--- src/rtl/alu_seq.sv ---
// rtl/alu_seq.sv - handshaked ALU with single-cycle ops and an iterative shift-add multiplier
//
// Ports:
//   clk, rst                  clock, synchronous active-high reset
//   in_valid/in_ready         operation request handshake
//   in_op, in_acc, in_b       opcode, accumulator operand (A), instruction operand (B)
//   out_valid/out_ready       result handshake
//   out_data                  registered result
//   out_zero/out_carry/out_neg registered flags

module alu_seq #(
    parameter int WIDTH = 8,
    parameter int BR_W  = 5,
    parameter int CNT_W = $clog2(WIDTH)
) (
    input  logic             clk,
    input  logic             rst,
    input  logic             in_valid,
    output logic             in_ready,
    input  logic [2:0]       in_op,
    input  logic [WIDTH-1:0] in_acc,
    input  logic [WIDTH-1:0] in_b,
    output logic             out_valid,
    input  logic             out_ready,
    output logic [WIDTH-1:0] out_data,
    output logic             out_zero,
    output logic             out_carry,
    output logic             out_neg
);

    localparam logic S_IDLE = 1'b0;
    localparam logic S_MUL  = 1'b1;

    localparam logic [2:0] OP_ADD  = 3'b000;
    localparam logic [2:0] OP_NAND = 3'b001;
    localparam logic [2:0] OP_BNZ  = 3'b010;
    localparam logic [2:0] OP_SLT  = 3'b011;
    localparam logic [2:0] OP_SUB  = 3'b100;
    localparam logic [2:0] OP_SHL  = 3'b101;
    localparam logic [2:0] OP_MUL  = 3'b110;
    localparam logic [2:0] OP_SHR  = 3'b111;

    logic               state_q, state_d;
    logic               out_valid_q, out_valid_d;
    logic [WIDTH-1:0]   out_data_q, out_data_d;
    logic               out_zero_q, out_zero_d;
    logic               out_carry_q, out_carry_d;
    logic               out_neg_q, out_neg_d;
    logic [2*WIDTH-1:0] mcand_q, mcand_d;
    logic [WIDTH-1:0]   mplier_q, mplier_d;
    logic [2*WIDTH-1:0] prod_q, prod_d;
    logic [CNT_W-1:0]   cnt_q, cnt_d;

    logic               in_fire;
    logic               out_fire;
    logic [WIDTH:0]     sum;
    logic [WIDTH:0]     diff;
    logic [2*WIDTH-1:0] prod_step;
    logic [WIDTH-1:0]   alu_res;
    logic               alu_carry;
    logic               load_en;
    logic [WIDTH-1:0]   load_data;
    logic               load_carry;

    assign in_ready = (state_q == S_IDLE) && (!out_valid_q || out_ready);
    assign in_fire  = in_valid && in_ready;
    assign out_fire = out_valid_q && out_ready;

    assign sum       = {1'b0, in_acc} + {1'b0, in_b};
    assign diff      = {1'b0, in_acc} - {1'b0, in_b};
    assign prod_step = prod_q + (mplier_q[0] ? mcand_q : '0);

    // Single-cycle result path
    always_comb begin
        alu_res   = '0;
        alu_carry = 1'b0;
        case (in_op)
            OP_ADD: begin
                alu_res   = sum[WIDTH-1:0];
                alu_carry = sum[WIDTH];
            end
            OP_SUB: begin
                alu_res   = diff[WIDTH-1:0];
                alu_carry = diff[WIDTH];
            end
            OP_NAND: alu_res = ~(in_acc & in_b);
            OP_BNZ: begin
                if (in_acc == '0) begin
                    alu_res[BR_W-1:0] = in_b[BR_W-1:0];
                end else begin
                    alu_res = WIDTH'(1);
                end
            end
            OP_SLT: alu_res = (in_acc < in_b) ? WIDTH'(1) : '0;
            OP_SHL: begin
                alu_res   = {in_acc[WIDTH-2:0], 1'b0};
                alu_carry = in_acc[WIDTH-1];
            end
            OP_SHR: begin
                alu_res   = {1'b0, in_acc[WIDTH-1:1]};
                alu_carry = in_acc[0];
            end
            default: begin
                alu_res   = '0;
                alu_carry = 1'b0;
            end
        endcase
    end

    always_comb begin
        state_d    = state_q;
        mcand_d    = mcand_q;
        mplier_d   = mplier_q;
        prod_d     = prod_q;
        cnt_d      = cnt_q;
        load_en    = 1'b0;
        load_data  = alu_res;
        load_carry = alu_carry;

        case (state_q)
            S_IDLE: begin
                if (in_fire) begin
                    if (in_op == OP_MUL) begin
                        mcand_d  = {{WIDTH{1'b0}}, in_acc};
                        mplier_d = in_b;
                        prod_d   = '0;
                        cnt_d    = CNT_W'(WIDTH - 1);
                        state_d  = S_MUL;
                    end else begin
                        load_en = 1'b1;
                    end
                end
            end
            default: begin
                if (cnt_q != '0) begin
                    prod_d   = prod_step;
                    mcand_d  = mcand_q << 1;
                    mplier_d = mplier_q >> 1;
                    cnt_d    = cnt_q - CNT_W'(1);
                end else if (!out_valid_q || out_ready) begin
                    // Final iteration: only commits once the output slot is free,
                    // otherwise everything stays frozen in place.
                    prod_d     = prod_step;
                    load_en    = 1'b1;
                    load_data  = prod_step[WIDTH-1:0];
                    load_carry = |prod_step[2*WIDTH-1:WIDTH];
                    state_d    = S_IDLE;
                end
            end
        endcase

        // A new load wins over a same-cycle drain so results stream back to back
        out_valid_d = out_valid_q && !out_fire;
        out_data_d  = out_data_q;
        out_zero_d  = out_zero_q;
        out_carry_d = out_carry_q;
        out_neg_d   = out_neg_q;
        if (load_en) begin
            out_valid_d = 1'b1;
            out_data_d  = load_data;
            out_zero_d  = (load_data == '0);
            out_carry_d = load_carry;
            out_neg_d   = load_data[WIDTH-1];
        end
    end

    always_ff @(posedge clk) begin
        if (rst) begin
            state_q     <= S_IDLE;
            out_valid_q <= 1'b0;
            out_data_q  <= '0;
            out_zero_q  <= 1'b0;
            out_carry_q <= 1'b0;
            out_neg_q   <= 1'b0;
            mcand_q     <= '0;
            mplier_q    <= '0;
            prod_q      <= '0;
            cnt_q       <= '0;
        end else begin
            state_q     <= state_d;
            out_valid_q <= out_valid_d;
            out_data_q  <= out_data_d;
            out_zero_q  <= out_zero_d;
            out_carry_q <= out_carry_d;
            out_neg_q   <= out_neg_d;
            mcand_q     <= mcand_d;
            mplier_q    <= mplier_d;
            prod_q      <= prod_d;
            cnt_q       <= cnt_d;
        end
    end

    assign out_valid = out_valid_q;
    assign out_data  = out_data_q;
    assign out_zero  = out_zero_q;
    assign out_carry = out_carry_q;
    assign out_neg   = out_neg_q;

endmodule
--- config.mk ---
export PLATFORM = sky130hd
export DESIGN_NAME = alu_seq
export DESIGN_NICKNAME = d
export VERILOG_FILES = /design/src/rtl/alu_seq.sv
export SDC_FILE = /design/constraint.sdc
export NUM_CORES = 1
export LEC_CHECK = 0
export CORE_ASPECT_RATIO = 0.9
export CORE_UTILIZATION = 50
export DETAILED_ROUTE_END_ITERATION = 6
export PLACE_DENSITY = 0.73
export SLEW_MARGIN = 20
export SYNTH_ARGS = -nofsm -noshare
export SYNTH_HDL_FRONTEND = slang
export SYNTH_SLANG_ARGS = --single-unit
--- constraint.sdc ---
create_clock -name clk -period 4 [get_ports clk]
set_input_delay 0.8 -clock clk [delete_from_list [all_inputs] [get_ports clk]]
set_output_delay 0.8 -clock clk [all_outputs]
set_load 0.05 [all_outputs]
==> flow_summary_export.csv, run 1 <==
group,metric,value,unit
timing,rsz0062_at_grt,"no",
clocking,clock-sinks,55,
clocking,cts_max_level,2,
grt,grt_pass1_wl,19300,um
place,port_buffers,35,
timing,worst_slack,0.296,ns
power_and_ir_drop,peakVddDrop,0.168,mV
critical_path,crit-reg2reg-capture,"out_carry",
critical_path,path_class,"in -> reg",
critical_path,crit_fanout,3,
timing,setup_viol,0,
status,status,"complete, but fails checks",
synthesis,synth_top_family_by_area,"compound AO/OA/AOI/OAI gates",
clocking,clock_path_buffers,2,
cells_and_area,areaGrowthSynthToFinish,14.3,%
synthesis,ys_warn_count,0,
job,maxCapViolCount,0,
synthesis,synth_compound_area_share,25.3,%
critical_path,r2r_setup_slack,0.82,ns
status,violations,"design-rule violations",
critical_path,cp.arrival,3.95,ns
power_and_ir_drop,power_density,263,nW/um^2
power_and_ir_drop,p_total,1250,uW
grt,grt_pass1_vias,3786,
synthesis,synth_edf_count,0,
route,vias_per_cell,6.10,
hold_path,hold_class,"reg -> reg",
place,gp_congestion,0.980,
critical_path,timing.rr.start,"mplier_q[0]",
synthesis,synth_flop_cell,"dfxtp_1",
synthesis,synthAdderAreaFrac,11.4,%
clocking,cts_repair_resize_count,0,
critical_path,end_kind,"register",
synthesis,ys_top_cells_by_area,"dfxtp_1 26%, ha_1 9.9%, nor2_1 5.3%, mux2i_1 5.3%, a21oi_1 4.9%",
critical_path,crit_path_cell_trace,"clkdlybuf4s50_1 -> ha_1 -> inv_1 -> fa_1 -> a21o_1 -> a21oi_2 -> o21ai_2 -> a2111oi_0 -> o31ai_1 -> o221a_2 -> or4_4 -> o31ai_2",
clocking,postCtsSetupBuffers,0,
synthesis,synth_nets,589,
timing,fin_hold_ws,0.462,ns
route,vias,4072,
clocking,clkTransAtPathRegs,0.10,ns
floorplanning,die_area,8690,um^2
floorplanning,dieHeight,88.5,um
clocking,cts_made_buffers,5,
critical_path,setup.worst_path.end,"out_zero",
cells_and_area,post-route-util,58.9,%
synthesis,synth_top_area_share,26.5,%
synthesis,syn_inst,530,
timing,slew_headroom,33.1,%
synthesis,synth_xor_xnor_area_share,3.16,%
route,drc,1,
floorplanning,design.core.area,8070,um^2
place,place_ws,0.00517,ns
route,wl_per_cell,17.6,um
cells_and_area,layout.nets,626,
synthesis,async_flop_share,0,%
timing,timing.fmax,270,MHz
critical_path,crit_start,"in_b[0]",
floorplanning,start_util,51.6,%
synthesis,synthMuxAreaShare,5.84,%
grt,grt_max_degree,57,
critical_path,rr_worst_depth,10,
critical_path,max_stage_delay,0.51,ns
critical_path,worstPathRequired,4.25,ns
timing,fin_crit_sh,92.6,%
critical_path,cp-start-kind,"primary input",
synthesis,yosysTopAreaCell,"dfxtp_1",
clocking,insertion_delay,0.32,ns
floorplanning,io_pins,36,
critical_path,cp_slowest_cell,"or4_4",
synthesis,synth_area_per_cell,7.85,um^2
cells_and_area,antenna_cells,0,
timing,maxSlewViolCount,0,
synthesis,yosysSeqAreaShare,26.5,%
clocking,ctsHoldBuffers,0,
synthesis,ys_ff_latch,55,
grt,grt_overflow,0,
synthesis,syn_area,4160,um^2
power_and_ir_drop,power_leakage,0.00187,uW
route,finalWirelength,11700,um
route,first_iter_violations,323,
timing,finalSetupTns,0,ns
grt,antenna_found_initial,0,
place,dp_hpwl,9000,um
floorplanning,rows,31,
clocking,root_buffer,"clkbuf_8",
timing,skew,0.00509,ns
floorplanning,die_w,98.1,um
timing,period_needed,3.70,ns
timing,hold_viol,0,
clocking,tritoncts,"yes",
synthesis,synth_simple_gate_area_share,22.5,%
route,dr.pass1.iters,7,
grt,track_usage,28.1,%
cells_and_area,drive_gt1_share,7.57,%
route,antenna_left,0,
timing,max_slew.worst_pin.slew,1.00,ns
synthesis,ys_types,66,
==> routing by layer <==
| layer | up-vias | wire, um | global-route usage [%] |
|---|---|---|---|
| li1 | 2002 | - | - |
| met1 | 1897 | 5770 | 41.6 |
| met2 | 149 | 4900 | 41.4 |
| met3 | 24 | 778 | 4.34 |
| met4 | 0 | 289 | 9.91 |
| met5 | - | 0 | 0 |
==> layout make-up <==
| type | instances | area [um^2] |
|---|---|---|
| Clock buffer | 5 | 68.8 |
| Multi-Input combinational cell | 425 | 2840 |
| Sequential cell | 55 | 1100 |
| Tap cell | 99 | 124 |
| Fill cell | 764 | 3310 |
| Inverter | 22 | 82.6 |
| Timing Repair Buffer | 58 | 518 |
| Clock inverter | 3 | 23.8 |
==> power breakdown <==
group	internal, uW	switching [uW]	leakage [uW]
logic	136	210	0.00139
registers	565	11.1	0.000446
clock network	126	203	0.0000408
total	826	424	0.00187
==> synth_stat cells (15+ instances only) <==
cell type,instances
nand3_1,17
inv_1,21
nand2_1,43
o21ai_0,22
and2_1,18
nor2_1,59
a211oi_1,20
a22oi_1,15
ha_1,33
mux2i_1,22
a21oi_1,41
clkbuf_1,17
dfxtp_1,55
==> worst min path at each step <==
stage	startpoint	slack, ns	to	cells past startpoint
finish	out_data[3]	0.46	out_data[3]	2
detailed placement	out_data[6]	0.45	out_data[6]	2
global route	out_data[6]	0.49	out_data[6]	2
global placement	out_data[6]	0.44	out_data[6]	2
floorplan	prod_q[13]	0.44	prod_q[13]	2
CTS	out_data[3]	0.46	out_data[3]	2
==> critical path: cells and delay by family <==
family,cells,cell delay (ns)
adder cells (fa/ha/maj),2,0.59
AND/OR/NAND/NOR,1,0.51
buffers and inverters,2,0.56
AO/OA/AOI/OAI,7,1.48
==> stage by stage <==
step	std cells	area, um^2
after detailed placement	659	4660
after global placement	659	4660
after CTS	667	4750
after floorplan	530	4160
after global routing	667	4750
final	667	4750
==> layout by cell type (no fill, tap or decap), types with 4 or more instances in the layout <==
cell type        instances
xnor2_1                  6
o21a_1                   5
a22oi_1                 15
o21bai_1                 4
o22ai_1                  7
nand4_1                  4
nand2_1                 43
ha_1                    33
nor4_1                   7
mux2i_1                 22
a21o_1                   4
nand3_1                 17
a211oi_1                20
clkdlybuf4s50_1         34
inv_1                   21
o21ai_0                 22
and3_1                   4
nor2b_1                  9
xor2_1                   9
buf_4                   23
nand2b_1                 6
clkbuf_8                 5
dfxtp_1                 55
nor2_1                  59
a21oi_1                 41
and2_1                  18
a31oi_1                  7
nor3_1                   8
==> kinds of logic after synthesis <==
| group | Yosys count |
|---|---|
| compound gates | 158 |
| xor+xnor | 15 |
| fa+ha+maj | 36 |
| buf+inv | 50 |
| flops | 55 |
| mux | 24 |
| simple gates | 192 |
==> flip-flops by register name (all words and copies together) (netlist names) <==
register	count
mplier_q	8
cnt_q	3
out_carry	1
prod_q	16
state_q	1
out_data	8
out_zero	1
mcand_q	16
out_valid	1
(Power assumes the default switching activity.)
==> run 2: changes to the inputs <==
DONT_BUFFER_PORTS = 1   (was not set)
PLACE_DENSITY = 0.7   (was 0.73)
clock period = 3.3 ns   (was 4 ns; I/O delays follow)
==> flow_summary_export.csv, run 2 (same netlist as run 1, synthesis figures left out) <==
group,metric,value,unit
clocking,postCtsSetupBuffers,0,
grt,grt_max_degree,57,
cells_and_area,final_cell_mix,"59 x nor2_1, 55 x dfxtp_1, 43 x nand2_1",
cells_and_area,multi_input_comb_area,2840,um^2
route,first_iter_violations,328,
status,violations,"design-rule violations",
route,antenna_left,0,
power_and_ir_drop,peakVddDrop,0.230,mV
timing,hold_viol,0,
critical_path,crit_fanout,12,
cells_and_area,reg.largest.list,"mcand_q x16, prod_q x16",
power_and_ir_drop,power_leakage,0.00169,uW
place,dp_hpwl,8420,um
place,place_ws,0.0359,ns
grt,grt_pass1_vias,3426,
floorplanning,io_pins,36,
timing,worst_slack,0.236,ns
cells_and_area,final.fill_count,756,
clocking,ctsHoldBuffers,0,
timing,max_slew.worst_pin.slew,0.960,ns
floorplanning,die_w,98.1,um
timing,finalSetupTns,0,ns
timing,fin_crit_sh,92.8,%
critical_path,cp-start-kind,"register",
route,vias_per_cell,6.29,
job,maxCapViolCount,0,
place,port_buffers,0,
grt,track_usage,25.7,%
timing,setup_viol,0,
critical_path,end_kind,"register",
cells_and_area,antenna_cells,0,
clocking,cts_repair_resize_count,0,
timing,maxSlewViolCount,0,
clocking,clkTransAtPathRegs,0.11,ns
critical_path,max_stage_delay,0.52,ns
floorplanning,die_area,8690,um^2
clocking,clock_path_buffers,2,
hold_path,hold_class,"in -> reg",
timing,rsz0062_at_grt,"no",
place,gp_congestion,0.955,
critical_path,path_class,"reg -> reg",
cells_and_area,seqCellArea,1100,um^2
floorplanning,dieHeight,88.5,um
clocking,cts_made_buffers,5,
clocking,clock-sinks,55,
critical_path,worstPathRequired,3.50,ns
route,drc,3,
critical_path,crit_path_cell_trace,"and2_1 -> ha_1 -> a21oi_1 -> a2bb2oi_1 -> nand3_1 -> a31oi_1 -> xor2_1 -> or4_1 -> nor4_1 -> a31oi_1",
timing,slew_headroom,35.9,%
timing,skew,0.0139,ns
clocking,tritoncts,"yes",
power_and_ir_drop,p_total,1410,uW
clocking,insertion_delay,0.32,ns
power_and_ir_drop,power_density,327,nW/um^2
route,finalWirelength,11100,um
route,dr.pass1.iters,7,
critical_path,cp.arrival,3.26,ns
status,status,"complete, but fails checks",
floorplanning,start_util,51.6,%
critical_path,cpMostUsedCell,"a31oi_1",
floorplanning,rows,31,
grt,grt_pass1_wl,17500,um
clocking,root_buffer,"clkbuf_8",
critical_path,cp_slowest_cell,"dfxtp_1",
grt,antenna_found_initial,0,
floorplanning,design.core.area,8070,um^2
route,wl_per_cell,17.9,um
grt,grt_overflow,0,
cells_and_area,layout_commonest_cell,"nor2_1",
timing,timing.fmax,326,MHz
clocking,cts_max_level,2,
timing,period_needed,3.06,ns
cells_and_area,layout.nets,578,
critical_path,critPathBufInv,0,
cells_and_area,areaGrowthSynthToFinish,3.79,%
critical_path,crit_family,"simple AND/OR/NAND/NOR gates",
route,vias,3896,
cells_and_area,drive_gt1_share,5.58,%
==> run 2: cell types whose count changed in the layout (fill, tap and decap cells not counted) <==
cell             before  now
clkdlybuf4s50_1      34    0
clkinv_4              0    2
buf_4                23   10
inv_8                 0    1
buf_2                 1    0
inv_6                 1    0
clkinvlp_4            2    0
==> run 2: area by class of cell <==
type	instances	share of cell area, %
sequential	55	25.5
timing repair buffer	10	1.74
tap	99	2.87
inverter	22	1.91
multi-input combinational	425	65.7
clock inverter	3	0.667
clock buffer	5	1.59
==> run 2: final timing paths <==
kind                     from          end  slack, ns  cells past startpoint
setup / recovery  mplier_q[0]    out_carry       0.24                     10
hold / removal            rst  out_data[5]       0.40                      1
setup reg to reg  mplier_q[0]    out_carry       0.24                     10
hold reg to reg    prod_q[14]   prod_q[14]       0.46                      2
==> run 2: layer usage <==
layer	up-vias	global-route usage [%]	routed length (um)
li1	1915	-	-
met2	159	39.5	4740
met5	-	0	0
met1	1813	36.8	5290
met3	9	6.16	1000
met4	0	5.56	66
==> run 2: power breakdown <==
part           internal [uW]  switching, uW  leakage [uW]
Sequential               685           56.0      0.000446
Clock                    158            240     0.0000502
Combinational            112            159       0.00119
Total                    955            455       0.00169
==> run 2: worst register-to-register path, cell delays in order, from the launching register on <==
cell	delay, ns
dfxtp_1	0.52
and2_1	0.24
ha_1	0.28
a21oi_1	0.28
a2bb2oi_1	0.28
nand3_1	0.15
a31oi_1	0.23
xor2_1	0.11
or4_1	0.51
nor4_1	0.23
a31oi_1	0.12
==> run 2: through the flow <==
stage	hold slack, ns	area, um^2	util, %	std cells
6_report	0.400	4320	53.5	619
5_1_grt	0.383	4320	53.5	619
4_1_cts	0.385	4320	53.5	619
3_5_place_dp	0.447	4220	52.3	611
3_3_place_gp	0.437	4220	52.3	611
2_1_floorplan	0.436	4160	-	530
